### src/rtl/barrel_shifter_pipe.sv
// Pipelined barrel shifter (LSL/LSR/ASR/ROL) with valid/ready handshake, one shift stage per amount bit.
// Optional macro SHIFTER_CARRY_OUT_EN adds a registered out_carry aligned with out_data.
module barrel_shifter_pipe #(
    parameter int WIDTH = 16,
    parameter int AMT_W = 8
) (
    input  logic             clk,
    input  logic             rst,
    input  logic             in_valid,
    output logic             in_ready,
    input  logic [WIDTH-1:0] in_data,
    input  logic [AMT_W-1:0] in_amt,
    input  logic [1:0]       in_mode,
    output logic             out_valid,
    input  logic             out_ready,
    output logic [WIDTH-1:0] out_data
`ifdef SHIFTER_CARRY_OUT_EN
    ,
    output logic             out_carry
`endif
);

    localparam int SHW = $clog2(WIDTH);

    localparam logic [1:0] MODE_LSL = 2'b00;
    localparam logic [1:0] MODE_LSR = 2'b01;
    localparam logic [1:0] MODE_ASR = 2'b10;
    localparam logic [1:0] MODE_ROL = 2'b11;

    logic           adv;
    logic           ovf;
    logic [SHW-1:0] lo;

    logic [WIDTH-1:0] sat_data;
    logic [SHW-1:0]   sat_amt;

    logic [WIDTH-1:0] st_data [SHW];
    logic [SHW-1:0]   st_valid;
    logic [1:0]       st_mode [SHW-1];
    logic [SHW-1:0]   st_amt  [SHW-1];

    logic [WIDTH-1:0] src_data [SHW];
    logic [1:0]       src_mode [SHW];
    logic [SHW-1:0]   src_amt  [SHW];
    logic [SHW-1:0]   src_valid;
    logic [WIDTH-1:0] nx_data  [SHW];

`ifdef SHIFTER_CARRY_OUT_EN
    logic           sat_carry;
    logic [SHW-1:0] st_carry;
    logic [SHW-1:0] src_carry;
    logic [SHW-1:0] nx_carry;
`endif

    assign out_valid = st_valid[SHW-1];
    assign out_data  = st_data[SHW-1];
    assign adv       = ~out_valid | out_ready;
    assign in_ready  = adv;

    assign lo = in_amt[SHW-1:0];

    generate
        if (AMT_W > SHW) begin : g_ovf
            assign ovf = |in_amt[AMT_W-1:SHW];
        end else begin : g_no_ovf
            assign ovf = 1'b0;
        end
    endgenerate

    // Oversized amounts saturate here, so later stages only ever see a plain in-range shift.
    always_comb begin
        sat_data = in_data;
        sat_amt  = lo;
        if (ovf && (in_mode != MODE_ROL)) begin
            sat_amt  = '0;
            sat_data = (in_mode == MODE_ASR) ? {WIDTH{in_data[WIDTH-1]}} : '0;
        end
    end

`ifdef SHIFTER_CARRY_OUT_EN
    // Shifting by exactly WIDTH still pushes one real bit out; anything larger pushes out zeros.
    always_comb begin
        sat_carry = 1'b0;
        if (ovf) begin
            case (in_mode)
                MODE_LSL: sat_carry = (in_amt == AMT_W'(WIDTH)) & in_data[0];
                MODE_LSR: sat_carry = (in_amt == AMT_W'(WIDTH)) & in_data[WIDTH-1];
                MODE_ASR: sat_carry = in_data[WIDTH-1];
                default:  sat_carry = 1'b0;
            endcase
        end
    end
`endif

    generate
        for (genvar k = 0; k < SHW; k++) begin : g_stage
            localparam int SH = 1 << k;

            logic [WIDTH-1:0] d;
            logic [WIDTH-1:0] rol;
            logic [WIDTH-1:0] shifted;

            if (k == 0) begin : g_src_in
                assign src_data[0]  = sat_data;
                assign src_mode[0]  = in_mode;
                assign src_amt[0]   = sat_amt;
                assign src_valid[0] = in_valid;
`ifdef SHIFTER_CARRY_OUT_EN
                assign src_carry[0] = sat_carry;
`endif
            end else begin : g_src_prev
                assign src_data[k]  = st_data[k-1];
                assign src_mode[k]  = st_mode[k-1];
                assign src_amt[k]   = st_amt[k-1];
                assign src_valid[k] = st_valid[k-1];
`ifdef SHIFTER_CARRY_OUT_EN
                assign src_carry[k] = st_carry[k-1];
`endif
            end

            assign d   = src_data[k];
            assign rol = (d << SH) | (d >> (WIDTH - SH));

            always_comb begin
                case (src_mode[k])
                    MODE_LSL: shifted = d << SH;
                    MODE_LSR: shifted = d >> SH;
                    MODE_ASR: shifted = $signed(d) >>> SH;
                    default:  shifted = rol;
                endcase
            end

            assign nx_data[k] = src_amt[k][k] ? shifted : d;

`ifdef SHIFTER_CARRY_OUT_EN
            // The last stage that actually shifts owns the carry; idle stages pass it through.
            logic c_shift;
            always_comb begin
                case (src_mode[k])
                    MODE_LSL: c_shift = d[WIDTH-SH];
                    MODE_LSR: c_shift = d[SH-1];
                    MODE_ASR: c_shift = d[SH-1];
                    default:  c_shift = rol[0];
                endcase
            end
            assign nx_carry[k] = src_amt[k][k] ? c_shift : src_carry[k];
`endif
        end
    endgenerate

    always_ff @(posedge clk) begin
        if (rst) begin
            st_valid <= '0;
            for (int k = 0; k < SHW; k++) begin
                st_data[k] <= '0;
            end
            for (int k = 0; k < SHW - 1; k++) begin
                st_mode[k] <= MODE_LSL;
                st_amt[k]  <= '0;
            end
`ifdef SHIFTER_CARRY_OUT_EN
            st_carry <= '0;
`endif
        end else if (adv) begin
            st_valid <= src_valid;
            for (int k = 0; k < SHW; k++) begin
                st_data[k] <= nx_data[k];
            end
            for (int k = 0; k < SHW - 1; k++) begin
                st_mode[k] <= src_mode[k];
                st_amt[k]  <= src_amt[k];
            end
`ifdef SHIFTER_CARRY_OUT_EN
            st_carry <= nx_carry;
`endif
        end
    end

`ifdef SHIFTER_CARRY_OUT_EN
    assign out_carry = st_carry[SHW-1];
`endif

endmodule

### config.mk
export PLATFORM = sky130hd
export DESIGN_NAME = barrel_shifter_pipe
export DESIGN_NICKNAME = d
export VERILOG_FILES = /design/src/rtl/barrel_shifter_pipe.sv
export SDC_FILE = /design/constraint.sdc
export NUM_CORES = 1
export LEC_CHECK = 0
export CORE_MARGIN = 8
export CORE_UTILIZATION = 50
export CTS_BUF_LIST = sky130_fd_sc_hd__clkbuf_8
export CTS_CLUSTER_DIAMETER = 200
export DETAILED_ROUTE_END_ITERATION = 10
export PLACE_DENSITY = 0.83
export SLEW_MARGIN = 20
export SYNTH_ARGS = -nofsm -noshare
export SYNTH_HDL_FRONTEND = slang
export SYNTH_SLANG_ARGS = --single-unit
### constraint.sdc
create_clock -name clk -period 6.56 [get_ports clk]
set_input_delay 0.984 -clock clk [delete_from_list [all_inputs] [get_ports clk]]
set_output_delay 0.984 -clock clk [all_outputs]
set_load 0.01 [all_outputs]
==> run_summary.xml, run 1 <==
<?xml version="1.0" encoding="UTF-8"?>
<metrics>
  <group name="outcome">
    <metric name="run_status" unit="">completed</metric>
  </group>
  <group name="drt">
    <metric name="via_per_inst" unit="">5.88</metric>
    <metric name="drt_first_iter_violations" unit="">186</metric>
    <metric name="remaining_drc_errors" unit="">0</metric>
    <metric name="dr.pass1.iters" unit="">5</metric>
    <metric name="wl_met1" unit="um">3300</metric>
    <metric name="highest_layer" unit="">met4</metric>
    <metric name="routed-via-count" unit="">3263</metric>
    <metric name="drt-total-wl" unit="um">8380</metric>
    <metric name="dr_wl_met3" unit="um">652</metric>
    <metric name="route.met2.wl" unit="um">4340</metric>
    <metric name="wl_per_cell" unit="um">15.1</metric>
    <metric name="drt.antenna.violating_nets" unit="">0</metric>
  </group>
  <group name="sta">
    <metric name="totalNegativeSetupSlack" unit="ns">0</metric>
    <metric name="unrepaired_setup_endpoints_after_global_routing" unit="">no</metric>
    <metric name="final_hold_viol_count" unit="">0</metric>
    <metric name="timing.final.crit_period" unit="ns">3.55</metric>
    <metric name="slew_headroom" unit="%">32.6</metric>
    <metric name="post_route_clock_skew" unit="ns">0.00961</metric>
    <metric name="holdWs" unit="ns">0.484</metric>
    <metric name="fmaxAchievable" unit="MHz">281</metric>
    <metric name="fin_crit_sh" unit="%">54.2</metric>
    <metric name="worst_pin_slew" unit="ns">1.01</metric>
    <metric name="setup-violations-final" unit="">0</metric>
    <metric name="slew_violations" unit="">0</metric>
  </group>
  <group name="pwr">
    <metric name="total_power" unit="mW">1.06</metric>
    <metric name="swShare" unit="%">25.4</metric>
    <metric name="power.internal" unit="uW">792</metric>
    <metric name="comb_power_share" unit="%">13.4</metric>
    <metric name="ir_worst_vdd" unit="mV">0.110</metric>
    <metric name="p_sw" unit="uW">269</metric>
    <metric name="power.density_cell_area" unit="nW/um^2">210</metric>
    <metric name="static-leakage-power" unit="nW">1.91</metric>
    <metric name="power_frac_seq" unit="%">57.8</metric>
    <metric name="p_clk_share" unit="%">28.8</metric>
  </group>
  <group name="grt">
    <metric name="grt_overflow_total" unit="">0</metric>
    <metric name="antenna_violations_before_repair" unit="">0</metric>
    <metric name="first_global_vias" unit="">3114</metric>
    <metric name="grt_max_degree" unit="">77</metric>
    <metric name="grt.total_usage" unit="%">14.5</metric>
    <metric name="first_pass_grt_wire_length" unit="um">13900</metric>
  </group>
  <group name="critical_path">
    <metric name="startpoint" unit="">out_ready</metric>
    <metric name="critPathLaunchType" unit="">input port</metric>
    <metric name="critical_path_arrival" unit="ns">2.57</metric>
    <metric name="reg_to_reg_startpoint" unit="">st_valid[3]</metric>
    <metric name="critical_path.endpoint_type" unit="">primary output</metric>
    <metric name="critical_path.most_common_cell" unit="">sky130_fd_sc_hd__clkdlybuf4s50_1</metric>
    <metric name="cp_num_buf_inv" unit="">3</metric>
    <metric name="critical_path.max_fanout" unit="">8</metric>
    <metric name="critPathKind" unit="">input port to primary output</metric>
    <metric name="required_time_worst_endpoint" unit="ns">5.58</metric>
    <metric name="highest_delay_cell_along_the_critical_path" unit="">sky130_fd_sc_hd__nor2b_1</metric>
    <metric name="cp_cell_sequence" unit="">clkdlybuf4s50_1, nor2b_1, inv_1, clkdlybuf4s50_1</metric>
    <metric name="crit_path_max_incr_delay" unit="ns">0.58</metric>
    <metric name="crit_family" unit="">buffers and inverters</metric>
  </group>
  <group name="yosys">
    <metric name="mappedNetlistNets" unit="">449</metric>
    <metric name="synth_top_cell_by_area" unit="">sky130_fd_sc_hd__edfxtp_1</metric>
    <metric name="synth_async_reset_ratio" unit="%">0</metric>
    <metric name="primary_ff_master_synth" unit="">sky130_fd_sc_hd__edfxtp_1</metric>
    <metric name="synth_enable_flop_cells" unit="">76</metric>
    <metric name="avgSynthCellArea" unit="um^2">10.5</metric>
    <metric name="synth.area.top_cells" unit="">sky130_fd_sc_hd__edfxtp_1 52%, sky130_fd_sc_hd__mux2i_1 5.4%, sky130_fd_sc_hd__a211oi_1 4.9%</metric>
    <metric name="synthMostInstantiatedCell" unit="">sky130_fd_sc_hd__edfxtp_1</metric>
    <metric name="netlist-cell-type-count" unit="">45</metric>
    <metric name="post_synthesis_cell_area" unit="um^2">4420</metric>
    <metric name="synth_seq_area_share" unit="%">53.5</metric>
    <metric name="synthCells" unit="">419</metric>
    <metric name="synth_top_cell_area_share" unit="%">51.7</metric>
    <metric name="synth-warning-count" unit="">0</metric>
    <metric name="seq_cells_post_synth" unit="">80</metric>
    <metric name="synth.cells.most_frequent" unit="">76 x sky130_fd_sc_hd__edfxtp_1, 51 x sky130_fd_sc_hd__nor2_1, 29 x sky130_fd_sc_hd__a211oi_1, 28 x sky130_fd_sc_hd__a21oi_1, 28 x sky130_fd_sc_hd__nand2_1</metric>
  </group>
  <group name="die">
    <metric name="floorplan.die.width" unit="um">110</metric>
    <metric name="start_util" unit="%">51.1</metric>
    <metric name="die_outline_area" unit="um^2">12100</metric>
    <metric name="total_core_area" unit="um^2">8640</metric>
    <metric name="ioPinCount" unit="">48</metric>
    <metric name="placementRows" unit="">34</metric>
    <metric name="die_y" unit="um">110</metric>
  </group>
  <group name="clock_network">
    <metric name="tritoncts" unit="">yes</metric>
    <metric name="cts_post_setup_buffers_inserted" unit="">0</metric>
    <metric name="worst_skew_pair.late_latency" unit="ns">0.35</metric>
    <metric name="cts_buffer_depth" unit="">2</metric>
    <metric name="cts-resized-gates" unit="">0</metric>
    <metric name="root_buffer" unit="">sky130_fd_sc_hd__clkbuf_8</metric>
    <metric name="hold_fix_buffers_cts" unit="">0</metric>
    <metric name="tritoncts_num_sinks" unit="">80</metric>
    <metric name="clkTransAtPathRegs" unit="ns">0.07</metric>
    <metric name="ctsHtreeMaxLevel" unit="">3</metric>
    <metric name="cts_made_buffers" unit="">9</metric>
  </group>
  <group name="placed_design">
    <metric name="port-buffer-count" unit="">47</metric>
    <metric name="dpl.hpwl" unit="um">5820</metric>
    <metric name="gp_congestion" unit="">0.895</metric>
    <metric name="placedInstanceArea" unit="um^2">4870</metric>
  </group>
  <group name="cells_and_area">
    <metric name="share_of_post_route_cells_with_drive_strength_above_1" unit="%">7.38</metric>
    <metric name="final_core_utilization" unit="%">58.4</metric>
    <metric name="finalInstanceArea" unit="um^2">5040</metric>
    <metric name="diodes" unit="">0</metric>
    <metric name="num-nets-final" unit="">473</metric>
    <metric name="layout.filler_cells" unit="">729</metric>
    <metric name="area_growth_syn_to_layout" unit="%">14.2</metric>
  </group>
  <group name="hold_path">
    <metric name="source_of_the_worst_hold_timing_path" unit="">st_valid[2]</metric>
    <metric name="class_of_the_most_critical_hold_timing_path" unit="">register to register</metric>
  </group>
  <group name="job">
    <metric name="maxCapViolations" unit="">0</metric>
  </group>
</metrics>
logic make-up after synthesis:
kind of cell           after synthesis  synth area share, %
AO/OA/AOI/OAI                      119                 17.6
XOR/XNOR                             5                 1.16
buffers and inverters               38                 3.97
flip-flops                          80                 53.5
multiplexers                        33                 7.74
AND/OR/NAND/NOR                    144                 16.0
per-stage QoR:
| step | setup WS, ns | cells |
|---|---|---|
| final | 3.01 | 555 |
| after global routing | 2.92 | 555 |
| after CTS | 2.98 | 555 |
| after detailed placement | 3.01 | 540 |
| after global placement | 3.01 | 540 |
| after floorplan | 3.19 | 419 |
registers in the layout, summed over array words and instances (netlist names):
name / flops
st_amt: 6
st_mode: 6
st_data: 64
st_valid: 4
tightest hold or removal path, stage by stage (launching register included):
cell                      delay [ns]
sky130_fd_sc_hd__dfxtp_1        0.34
sky130_fd_sc_hd__nor2_1         0.05
sky130_fd_sc_hd__nor2_1         0.07
power groups by stage:
stage	Sequential [mW]	Clock [mW]	Combinational (mW)
finish	0.613	0.305	0.143
global route	0.618	0.328	0.157
CTS	0.613	0.313	0.142
detailed placement	0.624	0	0.141
global placement	0.622	0	0.137
floorplan	0.614	0	0.100
final timing paths:
kind	end	slack [ns]	cells after the start
setup / recovery	in_ready	3.01	4
hold / removal	st_valid[3]	0.48	2
setup reg to reg	st_data[0][12]	4.23	5
hold reg to reg	st_valid[3]	0.48	2
layer usage:
layer  up-vias  GRT usage, %
met1      1500          15.1
met5         -             0
li1       1608             -
met3        12          5.17
met4         0          6.17
met2       143          25.9
cells in the final DEF, fill, tap and decap left out, drive strengths merged:
| cell type | count |
|---|---|
| xor2 | 1 |
| nor2 | 51 |
| edfxtp | 76 |
| mux2 | 9 |
| nor4 | 1 |
| a222oi | 1 |
| clkdlybuf4s50 | 47 |
| a2111oi | 2 |
| a31oi | 3 |
| clkinv | 4 |
| buf | 1 |
| a21boi | 2 |
| a211oi | 29 |
| a21oi | 28 |
| or4 | 1 |
| a22o | 3 |
| a21o | 1 |
| a311o | 1 |
| a22oi | 7 |
| clkbuf | 9 |
| inv | 4 |
| a41o | 2 |
| nor3b | 1 |
| and2 | 7 |
| nor3 | 4 |
| o211ai | 7 |
| o21bai | 1 |
| and3 | 14 |
| clkinvlp | 1 |
| or3 | 2 |
| o31ai | 1 |
| dfxtp | 4 |
| nand3 | 9 |
| o21ai | 31 |
| mux2i | 24 |
| xnor2 | 4 |
| nand2 | 28 |
| or2 | 2 |
| nand2b | 5 |
| nor2b | 19 |
cell type report:
class / count / area (um^2) / share of cell area (%)
clock buffers: 9 / 124 / 2.46
clock inverters: 6 / 36.3 / 0.720
inverters: 3 / 11.3 / 0.223
multi-input cells: 301 / 1900 / 37.6
flip-flops and latches: 80 / 2360 / 46.8
well taps: 108 / 135 / 2.68
repair buffers: 48 / 478 / 9.48
Note: power is estimated with default switching activity, not from simulation.
==> run 2: changes to the inputs <==
==> constraint.sdc (replaced) <==
create_clock -name clk -period 3.49 [get_ports clk]
set_input_delay 0.5235 -clock clk [delete_from_list [all_inputs] [get_ports clk]]
set_output_delay 0.5235 -clock clk [all_outputs]
set_load 0.01 [all_outputs]
==> run 2 against run 1 <==
Setup slack lost 2.2 ns; core utilization grew 0.84 points; via count is essentially flat; critical endpoint unchanged; first-iteration DRC count grew 42%.
==> run_summary.xml, run 2 (same netlist as run 1, synthesis figures left out) <==
<?xml version="1.0" encoding="UTF-8"?>
<metrics>
  <group name="clock_network">
    <metric name="ctsHtreeMaxLevel" unit="">3</metric>
    <metric name="clkTransAtPathRegs" unit="ns">0.08</metric>
    <metric name="cts_post_setup_buffers_inserted" unit="">0</metric>
    <metric name="root_buffer" unit="">sky130_fd_sc_hd__clkbuf_8</metric>
    <metric name="hold_fix_buffers_cts" unit="">0</metric>
    <metric name="worst_skew_pair.late_latency" unit="ns">0.35</metric>
    <metric name="cts_made_buffers" unit="">9</metric>
    <metric name="tritoncts_num_sinks" unit="">80</metric>
    <metric name="tritoncts" unit="">yes</metric>
    <metric name="cts_buffer_depth" unit="">2</metric>
    <metric name="cts-resized-gates" unit="">0</metric>
  </group>
  <group name="cells_and_area">
    <metric name="area_growth_syn_to_layout" unit="%">15.8</metric>
    <metric name="largestRegisters" unit="">st_data x64, st_amt x6, st_mode x6</metric>
    <metric name="num-nets-final" unit="">478</metric>
    <metric name="final_core_utilization" unit="%">59.2</metric>
    <metric name="layout.cells.most_common_list" unit="">76 x sky130_fd_sc_hd__edfxtp_1, 50 x sky130_fd_sc_hd__nor2_1, 47 x sky130_fd_sc_hd__clkdlybuf4s50_1</metric>
    <metric name="share_of_post_route_cells_with_drive_strength_above_1" unit="%">7.95</metric>
    <metric name="largest_register_ff_count" unit="">64</metric>
    <metric name="layout.filler_cells" unit="">700</metric>
    <metric name="mostFrequentLayoutCell" unit="">sky130_fd_sc_hd__edfxtp_1</metric>
    <metric name="regMostFlops" unit="">st_data</metric>
    <metric name="finalInstanceArea" unit="um^2">5110</metric>
    <metric name="diodes" unit="">0</metric>
  </group>
  <group name="grt">
    <metric name="grt.total_usage" unit="%">15.1</metric>
    <metric name="grt_max_degree" unit="">77</metric>
    <metric name="first_global_vias" unit="">3232</metric>
    <metric name="antenna_violations_before_repair" unit="">0</metric>
    <metric name="first_pass_grt_wire_length" unit="um">14600</metric>
    <metric name="grt_overflow_total" unit="">0</metric>
  </group>
  <group name="drt">
    <metric name="route.met2.wl" unit="um">4490</metric>
    <metric name="drt_first_iter_violations" unit="">265</metric>
    <metric name="remaining_drc_errors" unit="">0</metric>
    <metric name="highest_layer" unit="">met4</metric>
    <metric name="wl_met1" unit="um">3440</metric>
    <metric name="via_per_inst" unit="">5.82</metric>
    <metric name="drt.antenna.violating_nets" unit="">0</metric>
    <metric name="dr_wl_met3" unit="um">555</metric>
    <metric name="drt-total-wl" unit="um">8630</metric>
    <metric name="dr.pass1.iters" unit="">6</metric>
    <metric name="routed-via-count" unit="">3266</metric>
    <metric name="wl_per_cell" unit="um">15.4</metric>
  </group>
  <group name="pwr">
    <metric name="total_power" unit="mW">2.08</metric>
    <metric name="p_sw" unit="uW">500</metric>
    <metric name="power.internal" unit="mW">1.58</metric>
    <metric name="power_frac_seq" unit="%">55.4</metric>
    <metric name="swShare" unit="%">24.0</metric>
    <metric name="power.density_cell_area" unit="nW/um^2">407</metric>
    <metric name="static-leakage-power" unit="nW">1.96</metric>
    <metric name="comb_power_share" unit="%">13.3</metric>
    <metric name="ir_worst_vdd" unit="mV">0.179</metric>
    <metric name="p_clk_share" unit="%">31.4</metric>
  </group>
  <group name="die">
    <metric name="die_y" unit="um">110</metric>
    <metric name="die_outline_area" unit="um^2">12100</metric>
    <metric name="start_util" unit="%">51.1</metric>
    <metric name="total_core_area" unit="um^2">8640</metric>
    <metric name="floorplan.die.width" unit="um">110</metric>
    <metric name="placementRows" unit="">34</metric>
    <metric name="ioPinCount" unit="">48</metric>
  </group>
  <group name="critical_path">
    <metric name="reg2regPathDepth" unit="">5</metric>
    <metric name="critical_path.most_common_cell" unit="">sky130_fd_sc_hd__clkdlybuf4s50_1</metric>
    <metric name="critPathLaunchType" unit="">input port</metric>
    <metric name="reg_to_reg_startpoint" unit="">st_valid[3]</metric>
    <metric name="crit_path_max_incr_delay" unit="ns">0.60</metric>
    <metric name="critPathKind" unit="">input port to primary output</metric>
    <metric name="required_time_worst_endpoint" unit="ns">2.97</metric>
    <metric name="critical_path_arrival" unit="ns">2.13</metric>
    <metric name="cp_cell_sequence" unit="">clkdlybuf4s50_1, nor2b_1, inv_1, clkdlybuf4s50_1</metric>
    <metric name="worstReg2RegEnd" unit="">st_data[0][6]</metric>
    <metric name="critical_path.max_fanout" unit="">8</metric>
    <metric name="critical_path.endpoint_type" unit="">primary output</metric>
    <metric name="ff2ff_setup_slack" unit="ns">1.28</metric>
    <metric name="highest_delay_cell_along_the_critical_path" unit="">sky130_fd_sc_hd__nor2b_1</metric>
  </group>
  <group name="job">
    <metric name="maxCapViolations" unit="">0</metric>
  </group>
  <group name="sta">
    <metric name="slew_headroom" unit="%">31.8</metric>
    <metric name="unrepaired_setup_endpoints_after_global_routing" unit="">no</metric>
    <metric name="fin_crit_sh" unit="%">76.1</metric>
    <metric name="slew_violations" unit="">0</metric>
    <metric name="post_route_clock_skew" unit="ns">0.0125</metric>
    <metric name="holdWs" unit="ns">0.477</metric>
    <metric name="final_hold_viol_count" unit="">0</metric>
    <metric name="setup-violations-final" unit="">0</metric>
    <metric name="totalNegativeSetupSlack" unit="ns">0</metric>
    <metric name="worst_pin_slew" unit="ns">1.02</metric>
    <metric name="timing.final.crit_period" unit="ns">2.66</metric>
    <metric name="fmaxAchievable" unit="MHz">377</metric>
  </group>
  <group name="placed_design">
    <metric name="port-buffer-count" unit="">47</metric>
    <metric name="dpl.hpwl" unit="um">6040</metric>
    <metric name="gp_congestion" unit="">0.943</metric>
    <metric name="placedInstanceArea" unit="um^2">4920</metric>
  </group>
  <group name="outcome">
    <metric name="run_status" unit="">completed</metric>
  </group>
  <group name="hold_path">
    <metric name="source_of_the_worst_hold_timing_path" unit="">st_valid[2]</metric>
    <metric name="hold_end" unit="">st_valid[3]</metric>
    <metric name="class_of_the_most_critical_hold_timing_path" unit="">register to register</metric>
    <metric name="timing.hold.worst_path_depth" unit="">2</metric>
  </group>
</metrics>
run 2: cell count changes in the layout (fill, tap and decap cells not counted):
cell	previous run	this run
sky130_fd_sc_hd__clkbuf_8	9	10
sky130_fd_sc_hd__bufinv_16	0	1
sky130_fd_sc_hd__inv_6	1	0
sky130_fd_sc_hd__buf_4	1	5
sky130_fd_sc_hd__inv_1	3	5
sky130_fd_sc_hd__buf_12	0	1
sky130_fd_sc_hd__clkinvlp_4	1	0
sky130_fd_sc_hd__clkinv_2	4	3
sky130_fd_sc_hd__xnor2_2	2	1
sky130_fd_sc_hd__xnor2_1	2	3
run 2: power groups by stage:
stage | Sequential [mW] | Clock [mW] | Combinational, mW
6_report | 1.15 | 0.654 | 0.276
5_1_grt | 1.16 | 0.706 | 0.304
4_1_cts | 1.15 | 0.671 | 0.275
3_5_place_dp | 1.17 | 0 | 0.274
3_3_place_gp | 1.17 | 0 | 0.263
2_1_floorplan | 1.15 | 0 | 0.188
run 2: worst max-delay path by stage:
| stage | depth (start not counted) | slack (ns) | startpoint | end |
|---|---|---|---|---|
| after floorplan | 3 | 0.58 | out_ready | st_amt[0][11] |
| final | 4 | 0.83 | out_ready | in_ready |
| after CTS | 4 | 0.81 | out_ready | in_ready |
| after global routing | 4 | 0.73 | out_ready | in_ready |
| after global placement | 6 | 0.78 | out_ready | st_data[0][6] |
| after detailed placement | 6 | 0.66 | out_ready | st_data[0][6] |
run 2: layout make-up:
class,instances,area [um^2],area share [%]
Sequential cell,80,2360,46.2
Clock inverter,6,52.6,1.03
Timing Repair Buffer,53,528,10.3
Clock buffer,10,138,2.69
Tap cell,108,135,2.64
Multi-Input combinational cell,301,1890,36.9
Inverter,3,11.3,0.220
run 2: metrics by stage:
stage	worst slack (ns)	cells
after global routing	0.732	561
after global placement	0.782	545
after CTS	0.806	561
final	0.835	561
after detailed placement	0.660	545
after floorplan	0.578	419
run 2: per-layer routing:
| layer | vias to the layer above | global-route usage [%] |
|---|---|---|
| li1 | 1616 | - |
| met1 | 1523 | 16.1 |
| met5 | - | 0 |
| met2 | 112 | 27.6 |
| met4 | 0 | 7.04 |
| met3 | 15 | 3.49 |
run 2: critical path, delay by kind of cell:
kind / cells / cell delay [ns]
buffers and inverters: 3 / 1.01
AND/OR/NAND/NOR: 1 / 0.60
==> run 3: changes to the inputs <==
==> constraint.sdc (replaced) <==
create_clock -name clk -period 2.5 [get_ports clk]
set_input_delay 0.375 -clock clk [delete_from_list [all_inputs] [get_ports clk]]
set_output_delay 0.375 -clock clk [all_outputs]
set_load 0.01 [all_outputs]
==> run 3 against run 2 <==
Global-route usage fell by 0.20 points; first-iteration DRC count is 1.5% higher; highest routed layer unchanged; sequential power increased by 40%; combinational power increased by 45%; power grew 46%; worst hold slack better by 0.015 ns; largest power group unchanged.
==> run_summary.xml, run 3 (same netlist as run 1, synthesis figures left out) <==
<?xml version="1.0" encoding="UTF-8"?>
<metrics>
  <group name="critical_path">
    <metric name="crit_cells" unit="">5</metric>
    <metric name="required_time_worst_endpoint" unit="ns">2.59</metric>
    <metric name="critPathLaunchType" unit="">input port</metric>
    <metric name="crit_family" unit="">simple AND/OR/NAND/NOR gates</metric>
    <metric name="critPathKind" unit="">input port to register</metric>
    <metric name="critical_path_arrival" unit="ns">2.12</metric>
    <metric name="reg_to_reg_startpoint" unit="">st_amt[0][11]</metric>
    <metric name="critical_path.max_fanout" unit="">13</metric>
    <metric name="startpoint" unit="">in_amt[5]</metric>
    <metric name="crit_path_max_incr_delay" unit="ns">0.64</metric>
    <metric name="critical_path.endpoint_type" unit="">register</metric>
    <metric name="highest_delay_cell_along_the_critical_path" unit="">sky130_fd_sc_hd__or4_4</metric>
    <metric name="worst_setup_path_endpoint" unit="">st_data[0][8]</metric>
    <metric name="reg2regPathDepth" unit="">2</metric>
    <metric name="worstReg2RegEnd" unit="">st_data[0][59]</metric>
    <metric name="cp_num_buf_inv" unit="">1</metric>
    <metric name="ff2ff_setup_slack" unit="ns">0.77</metric>
    <metric name="cp_cell_sequence" unit="">clkdlybuf4s50_1, or4_4, o21ai_2, nand3_1, a22o_1</metric>
  </group>
  <group name="cells_and_area">
    <metric name="layout.area.seq" unit="um^2">2360</metric>
    <metric name="largest_register_ff_count" unit="">64</metric>
    <metric name="diodes" unit="">0</metric>
    <metric name="area_growth_syn_to_layout" unit="%">18.0</metric>
    <metric name="largestRegisters" unit="">st_data x64, st_amt x6, st_mode x6</metric>
    <metric name="layout.filler_cells" unit="">686</metric>
    <metric name="layoutNonFillerInstCount" unit="">569</metric>
    <metric name="share_of_post_route_cells_with_drive_strength_above_1" unit="%">9.54</metric>
    <metric name="final_core_utilization" unit="%">60.3</metric>
    <metric name="regMostFlops" unit="">st_data</metric>
    <metric name="num-nets-final" unit="">486</metric>
    <metric name="area_taken_by_multi_input_logic_gates" unit="um^2">1880</metric>
    <metric name="mostFrequentLayoutCell" unit="">sky130_fd_sc_hd__edfxtp_1</metric>
    <metric name="finalInstanceArea" unit="um^2">5210</metric>
    <metric name="layout.cells.most_common_list" unit="">76 x sky130_fd_sc_hd__edfxtp_1, 51 x sky130_fd_sc_hd__nor2_1, 47 x sky130_fd_sc_hd__clkdlybuf4s50_1</metric>
  </group>
  <group name="clock_network">
    <metric name="ctsHtreeMaxLevel" unit="">3</metric>
    <metric name="clkTransAtPathRegs" unit="ns">0.08</metric>
    <metric name="worst_skew_pair.late_latency" unit="ns">0.34</metric>
    <metric name="cts-resized-gates" unit="">0</metric>
    <metric name="root_buffer" unit="">sky130_fd_sc_hd__clkbuf_8</metric>
    <metric name="hold_fix_buffers_cts" unit="">0</metric>
    <metric name="tritoncts_num_sinks" unit="">80</metric>
    <metric name="cts_post_setup_buffers_inserted" unit="">0</metric>
    <metric name="cts_buffer_depth" unit="">2</metric>
    <metric name="tritoncts" unit="">yes</metric>
    <metric name="cts_made_buffers" unit="">9</metric>
  </group>
  <group name="sta">
    <metric name="totalNegativeSetupSlack" unit="ns">0</metric>
    <metric name="setup-violations-final" unit="">0</metric>
    <metric name="slew_violations" unit="">0</metric>
    <metric name="unrepaired_setup_endpoints_after_global_routing" unit="">no</metric>
    <metric name="timing.final.crit_period" unit="ns">2.02</metric>
    <metric name="slew_headroom" unit="%">36.2</metric>
    <metric name="fmaxAchievable" unit="MHz">494</metric>
    <metric name="timing.final.ws_setup" unit="ns">0.475</metric>
    <metric name="post_route_clock_skew" unit="ns">0.00862</metric>
    <metric name="holdWs" unit="ns">0.492</metric>
    <metric name="worst_pin_slew" unit="ns">0.957</metric>
    <metric name="final_hold_viol_count" unit="">0</metric>
    <metric name="fin_crit_sh" unit="%">81.0</metric>
  </group>
  <group name="pwr">
    <metric name="total_power" unit="mW">3.04</metric>
    <metric name="ir_worst_vdd" unit="mV">0.338</metric>
    <metric name="power.density_cell_area" unit="nW/um^2">584</metric>
    <metric name="static-leakage-power" unit="nW">2.00</metric>
  </group>
  <group name="grt">
    <metric name="grt_max_degree" unit="">77</metric>
    <metric name="grt.total_usage" unit="%">14.9</metric>
    <metric name="grt_overflow_total" unit="">0</metric>
    <metric name="first_pass_grt_wire_length" unit="um">14400</metric>
    <metric name="first_global_vias" unit="">3237</metric>
    <metric name="antenna_violations_before_repair" unit="">0</metric>
  </group>
  <group name="die">
    <metric name="die_y" unit="um">110</metric>
    <metric name="die_outline_area" unit="um^2">12100</metric>
    <metric name="ioPinCount" unit="">48</metric>
    <metric name="total_core_area" unit="um^2">8640</metric>
    <metric name="floorplan.die.width" unit="um">110</metric>
    <metric name="start_util" unit="%">51.1</metric>
    <metric name="placementRows" unit="">34</metric>
  </group>
  <group name="drt">
    <metric name="wl_per_cell" unit="um">15.3</metric>
    <metric name="drt.antenna.violating_nets" unit="">0</metric>
    <metric name="remaining_drc_errors" unit="">0</metric>
    <metric name="dr_wl_met3" unit="um">552</metric>
    <metric name="drt-total-wl" unit="um">8680</metric>
    <metric name="routed-via-count" unit="">3287</metric>
    <metric name="via_per_inst" unit="">5.78</metric>
    <metric name="highest_layer" unit="">met4</metric>
    <metric name="drt_first_iter_violations" unit="">269</metric>
    <metric name="dr.pass1.iters" unit="">5</metric>
    <metric name="wl_met1" unit="um">3390</metric>
    <metric name="route.met2.wl" unit="um">4540</metric>
  </group>
  <group name="placed_design">
    <metric name="gp_congestion" unit="">0.862</metric>
    <metric name="port-buffer-count" unit="">47</metric>
    <metric name="dpl.hpwl" unit="um">6110</metric>
    <metric name="placedInstanceArea" unit="um^2">4990</metric>
    <metric name="preCtsSetupSlack" unit="ns">0.127</metric>
    <metric name="dp.cells" unit="">553</metric>
  </group>
  <group name="hold_path">
    <metric name="class_of_the_most_critical_hold_timing_path" unit="">register to register</metric>
  </group>
  <group name="outcome">
    <metric name="run_status" unit="">completed</metric>
  </group>
  <group name="job">
    <metric name="maxCapViolations" unit="">0</metric>
  </group>
</metrics>
-- run 3: cell count changes in the layout (fill, tap and decap cells not counted) --
cell | previous run | this run
sky130_fd_sc_hd__clkinv_2 | 3 | 1
sky130_fd_sc_hd__buf_4 | 5 | 12
sky130_fd_sc_hd__nand2b_2 | 0 | 1
sky130_fd_sc_hd__nor2_2 | 1 | 0
sky130_fd_sc_hd__inv_1 | 5 | 4
sky130_fd_sc_hd__bufinv_16 | 1 | 2
sky130_fd_sc_hd__nand2b_4 | 1 | 0
sky130_fd_sc_hd__clkinvlp_4 | 0 | 2
sky130_fd_sc_hd__buf_12 | 1 | 2
sky130_fd_sc_hd__nor2_1 | 50 | 51
-- run 3: layout make-up --
class / instances / area share [%]
Clock buffer: 10 / 2.64
Clock inverter: 6 / 1.61
Inverter: 3 / 0.216
Multi-Input combinational cell: 301 / 36.1
Sequential cell: 80 / 45.3
Tap cell: 108 / 2.59
Timing Repair Buffer: 61 / 11.5
-- run 3: worst min path at each step --
stage | from | to | depth (start not counted)
6_report | st_valid[2] | st_valid[3] | 2
5_1_grt | st_valid[2] | st_valid[3] | 2
4_1_cts | st_valid[2] | st_valid[3] | 2
3_5_place_dp | st_valid[2] | st_valid[3] | 2
3_3_place_gp | st_valid[2] | st_valid[3] | 2
2_1_floorplan | st_valid[2] | st_valid[3] | 2
-- run 3: worst register-to-register path: stages (launching register included) --
cell and delay (ns):
sky130_fd_sc_hd__edfxtp_1 0.69, sky130_fd_sc_hd__a21boi_1 0.62, sky130_fd_sc_hd__a21oi_1 0.14
-- run 3: routing by layer --
layer	global-route usage, %	vias up
met3	3.26	21
li1	-	1630
met5	0	-
met2	27.4	122
met1	15.5	1514
met4	8.00	0
-- run 3: where the power goes --
part	switching, mW	leakage (nW)	internal [mW]
clock	0.453	0.110	0.584
combinational	0.201	0.947	0.199
sequential	0.0635	0.948	1.54
